$ cat config.mk
export PLATFORM = sky130hd
export DESIGN_NAME = mem_stall_ctrl
export DESIGN_NICKNAME = d
export VERILOG_FILES = /design/src/rtl/mem_stall_ctrl.sv
export SDC_FILE = /design/constraint.sdc
export NUM_CORES = 1
export LEC_CHECK = 0
export CAP_MARGIN = 20
export CELL_PAD_IN_SITES_DETAIL_PLACEMENT = 0
export CELL_PAD_IN_SITES_GLOBAL_PLACEMENT = 2
export CORE_MARGIN = 1
export CORE_UTILIZATION = 28
export DETAILED_ROUTE_END_ITERATION = 7
export GPL_ROUTABILITY_DRIVEN = 0
export MAX_ROUTING_LAYER = met4
export PLACE_DENSITY_LB_ADDON = 0.1
export SKIP_CTS_REPAIR_TIMING = 1
export SLEW_MARGIN = 20
export SYNTH_ARGS = -nofsm -noshare
export SYNTH_HDL_FRONTEND = slang
export SYNTH_SLANG_ARGS = --single-unit
$ cat constraint.sdc
create_clock -name clk_i -period 3.9 [get_ports clk_i]
set_input_delay 0.39 -clock clk_i [delete_from_list [all_inputs] [get_ports clk_i]]
set_output_delay 0.39 -clock clk_i [all_outputs]
set_load 0.02 [all_outputs]
$ cat src/rtl/mem_stall_ctrl.sv
// mem_stall_ctrl: multi-cycle data-memory handshake FSM that freezes the pipeline,
// merged with load-use / branch-flush requests into per-stage stall and flush strobes.
module mem_stall_ctrl #(
  parameter int TIMEOUT = 255,
  parameter int CNT_W = 8
) (
  input  logic        clk_i,
  input  logic        rst_i,
  input  logic        MemRead_i,
  input  logic        MemWrite_i,
  input  logic        mem_ack_i,
  input  logic [31:0] mem_rdata_i,
  input  logic        load_use_i,
  input  logic        branch_flush_i,
  output logic        mem_req_o,
  output logic        mem_we_o,
  output logic [31:0] rdata_o,
  output logic        pc_stall_o,
  output logic        ifid_stall_o,
  output logic        ifid_flush_o,
  output logic        idex_flush_o,
  output logic        mem_stall_o,
  output logic        err_o
);
  typedef enum logic [1:0] {IDLE, ACCESS, RELEASE} state_t;
  state_t state, state_nx;
  logic [CNT_W-1:0] cnt;
  logic acc, last;
  assign acc = MemRead_i | MemWrite_i;
  assign last = cnt == CNT_W'(TIMEOUT - 1);
  always_ff @(posedge clk_i or posedge rst_i)
    if (rst_i) state <= IDLE;
    else state <= state_nx;
  // RELEASE always returns to IDLE so the finished access cannot re-trigger
  always_comb
    state_nx = state == IDLE ? (acc ? ACCESS : IDLE) :
               state == ACCESS ? (mem_ack_i || last ? RELEASE : ACCESS) : IDLE;
  always_comb begin
    mem_req_o = state == ACCESS;
    mem_stall_o = state == ACCESS || (state == IDLE && acc);
    pc_stall_o = mem_stall_o | load_use_i;
    ifid_stall_o = mem_stall_o | load_use_i;
    idex_flush_o = (load_use_i | branch_flush_i) & ~mem_stall_o;
    ifid_flush_o = branch_flush_i & ~mem_stall_o;
  end
  always_ff @(posedge clk_i or posedge rst_i)
    if (rst_i) begin
      cnt <= '0;
      mem_we_o <= 1'b0;
      rdata_o <= '0;
      err_o <= 1'b0;
    end else if (state == IDLE && acc) begin
      cnt <= '0;
      mem_we_o <= MemWrite_i;
    end else if (state == ACCESS) begin
      cnt <= cnt + 1'b1;
      if (mem_ack_i) begin
        if (!mem_we_o) rdata_o <= mem_rdata_i;
      end else if (last) begin
        err_o <= 1'b1;
        rdata_o <= '0;
      end
    end
endmodule

# --- After elaboration in Yosys (flattened, before gate mapping) ---
# Cells that the tools add are included.
classes:
  add_sub_neg: 1
  eq_ne: 3
  mux: 9
  n_bitwise: 8
  reduce_logical: 8
op_table:
  columns: ["cell", "n"]
  rows:
  - ["32-bit two-way mux", 3]
  - ["8-bit two-way mux", 2]
  - ["8-bit by 1-bit adder with 8-bit output (second input constant)", 1]
  - ["8-bit == test (second input constant)", 1]
  - ["4-bit AND reduction", 2]
  - ["2-bit two-way mux", 3]
  - ["2-bit nonzero test", 2]
  - ["1-bit inverter", 3]
  - ["1-bit bitwise OR", 3]
  - ["1-bit bitwise AND", 2]
  - ["2-bit by 1-bit == test with 1-bit output (second input constant)", 1]
  - ["2-bit logical NOT", 1]
  - ["1-bit logical OR", 2]
  - ["2-bit inequality test (second input constant)", 1]
  - ["1-bit logical AND", 1]
  - ["1-bit two-way mux", 1]
word_totals:
  reg_bits: 44
  input_bits: 39
  out_inout_bits: 40
  elab_cells: 34

# --- Longest topological paths before layout ---
depth:
  ltp_word: 5
  mapped_depth: 6
  depth_no_buf: 5

# --- Worst setup path before layout ---
# No wires, ideal clock.
synth_path:
  path_kind: "register to output"
  from: "reg state[0]"
  to: "out pc_stall_o"
  arrival_time_ps: 1352
  required_ps: 3510
  slack_ps: 2158
  stages_incl_launch_ff: 5
  n_path_buf: 1
  path_cell_list: "dfrtp_1 nor3_1 nor2_1 or2_2 buf_4"
synth_between:
  elab_chain_len: 4
  elab_cells_between_ends: 5
  classes_between: "eq/ne (1); bitwise (1); reduce/logical (3)"
synth_rtl:
  columns: ["item", "line", "rtl"]
  rows:
  - ["start: declaration", "26", "state_t state, state_nx;"]
  - ["start signal: assignment", "33", "else state <= state_nx;"]
  - ["2-bit logical NOT", "40", "mem_stall_o = state == ACCESS || (state == IDLE && acc);"]
  - ["1-bit logical AND", "40", null]
  - ["1-bit logical OR *", "40", null]
  - ["named net mem_stall_o", "22", "output logic mem_stall_o,"]
  - ["1-bit bitwise OR *", null, null]
  - ["end: declaration", "18", "output logic pc_stall_o,"]
# Mark *: on every way through the listed nets, which the timed path passes. The rest lies on a longest branch.

# --- Worst setup path in the final report ---
layout_path:
  from: "in MemWrite_i"
  to: "out ifid_stall_o"
layout_between:
  elab_chain_len: 4
layout_rtl:
  columns: ["item", "line", "rtl"]
  rows:
  - ["start: declaration", "10", "input logic MemWrite_i,"]
  - ["1-bit bitwise OR", "29", "assign acc = MemRead_i | MemWrite_i;"]
  - ["1-bit logical AND", "40", null]
  - ["1-bit logical OR", "40", null]
  - ["1-bit bitwise OR", "42", "ifid_stall_o = mem_stall_o | load_use_i;"]
  - ["end: declaration", "19", "output logic ifid_stall_o,"]
# No other way between the ends.

==> flow_summary.toml <==
[cells_and_area]
nNetsFinal = 355
fill_cells = 740
antennaDiodeCount = 0
drive_gt1_share_pct = 7.94
area_growth_pct = 44.3
instances_no_fill = 414
final_area_um2 = 3170

[worst_setup_path]
crit_fanout = 5
startpoint_type = "input port"
cp_top_family = "buffers and inverters"
critPathBufInv = 2
crit_top_cell = "clkdlybuf4s50_1"
worst-endpoint-required_ps = 3510
slowest_stage = "clkdlybuf4s50_1"
path_class = "in2out"
worst_ep_arrival_time_ps = 2060
end_kind = "primary output"
max_stage_delay_ps = 550
crit_chain = "clkdlybuf4s50_1, nor3_1, nor2_1, or2_2, clkdlybuf4s50_1"

[global_routing]
grt_pass1_vias = 1909
grt_max_degree = 45
grt_pass1_wl_um = 9440
overflow = 0
grt_usage_pct = 14.9
antenna_found_initial = 0

[floorplanning]
rows = 31
fp.dieH_um = 90.6
dieWidth_um = 90.6
initial_core_util_pct = 29.7
num_io_pins = 79
core_um2 = 7410
fp.dieArea_um2 = 8210

[routing]
drcViolationCount = 0
ant_nets = 0
vias = 1877
drtIter0Drc = 116
avgRoutedWirePerCell_um = 13.5
routed_wl_um = 5590
viasPerCell = 4.53
drtPass1Iterations = 4

[synthesis]
synth_nets = 280
syn-cell-area_um2 = 2200
synth_top_area_share_pct = 50.1
yosys_warnings = 0
synthCells = 239
netlist_top_cells_count = "66 x nand2_1, 44 x dfrtp_1, 37 x inv_1"
synth.area.top_cells = "dfrtp_1 50%, nand2_1 11%, o221ai_1 10%, inv_1 6.3%, o221ai_2 4.1%"
synth_top_area_cell = "dfrtp_1"
seq_area_frac_synth_pct = 50.1
synthFlopType = "dfrtp_1"
synth_edf_count = 0
synth_area_per_cell_um2 = 9.20
async_flop_share_pct = 100
ys_types = 31
yosysMostFrequentCell = "nand2_1"
ys_seq_elements = 44

[clock_tree]
cts_buffers = 5
cts-root-buf = "clkbuf_8"
cts_buffer_depth = 2
path_clk_slew_ps = 80
cts_tree = "done"
insertion_delay_ps = 300
numClockSinks = 44
htree_levels = 2

[hold_path]
hp-class = "in2async"

[sta]
setup_tns_ps = 0
finalCriticalPeriod_ps = 2450
timing.final.crit_share_pct = 62.7
final_hold_viol_count = 0
maxSlewHeadroom_pct = 35.0
rsz0062_at_grt = "false"
fmax_mhz = 409
finalMaxSlewViolations = 0
tightest_slew_ps = 973
worst_slack_ps = 1450
setup-violations-final = 0
skew_ps = 5.62

[placement]
dp_slack_ps = 1460
dpl.cell_count = 405
post-dp-hpwl_um = 3660
io_buffers = 78
placed_area_um2 = 3060

[pwr]
powerDensity_nw_per_um2 = 731
total_power_w = 0.00232
p_leak_nw = 1.51
vdd_drop_max_v = 0.000395

[run]
max_cap_viol_count = 0

[run_status]
status = "finished, final reports clean"
==> worst reg2reg max path, stage by stage (launching register included) <==
cell	delay [ps]
dfrtp_1	480
nand2b_1	280
a21oi_4	780
o221ai_1	220
==> cells in the final DEF, fill, tap and decap left out, types with 2 or more instances in the layout <==
cell type / n
o21ai_0: 6
a21oi_1: 5
inv_1: 36
clkdlybuf4s50_1: 78
o221ai_1: 26
or3_1: 5
ha_1: 2
o221ai_2: 6
o31ai_1: 2
dfrtp_1: 44
nor3_1: 3
buf_4: 3
nor2_1: 7
nand2b_1: 2
clkbuf_8: 6
clkinv_2: 2
nand2_1: 66
==> final timing paths <==
path | startpoint | cells after the start | end | slack [ps]
max reg2reg | state[1] | 3 | rdata_o[0] | 1980
max in group asynchronous | rst_i | 3 | cnt[6] | 3100
min reg2reg | err_o | 1 | err_o | 470
min | rst_i | 2 | rdata_o[26] | 340
max | MemWrite_i | 5 | ifid_stall_o | 1450
min in group clk_i | err_o | 1 | err_o | 470
==> state kept, by name (all words and copies together) (netlist names) <==
register and cells:
cnt 8, rdata_o 32, state 2, err_o 1, mem_we_o 1
==> where the power goes <==
group          switching [W]  internal (W)
clock network       0.000159      0.000142
registers           0.000172      0.000646
logic               0.000641      0.000561
total               0.000973       0.00135
==> area by class of cell <==
| class | instances | area, um^2 | area share (%) |
|---|---|---|---|
| clock buffer | 6 | 82.6 | 2.60 |
| clock inverter | 2 | 10.0 | 0.315 |
| inverter | 37 | 139 | 4.38 |
| multi-input combinational | 144 | 895 | 28.2 |
| sequential | 44 | 1100 | 34.7 |
| tap | 99 | 124 | 3.90 |
| timing repair buffer | 82 | 823 | 25.9 |
==> through the flow <==
step	util, %	hold WS, ps
6_report	42.8	338
5_1_grt	42.8	356
4_1_cts	42.6	473
3_5_place_dp	41.3	451
3_3_place_gp	41.3	451
2_1_floorplan	-	449
==> cell families (layout without fill, tap and decap cells) <==
family                   count (synthesis)  count (layout)  share of synthesized area [%]
AO/OA/AOI/OAI                           48              48                           18.7
XOR/XNOR                                 1               1                          0.398
adder cells (fa/ha/maj)                  2               2                           1.14
buffers and inverters                   51             127                           10.3
flip-flops                              44              44                           50.1
multiplexers                             2               2                          0.967
AND/OR/NAND/NOR                         91              91                           18.4
==> layer usage <==
metal,vias up,wire length (um),track usage (%)
li1,955,-,-
met1,862,2640,19.5
met2,51,2560,22.1
met3,9,327,4.46
met4,0,65,4.44
met5,-,0,-
Note: power is estimated with default switching activity, not from simulation.
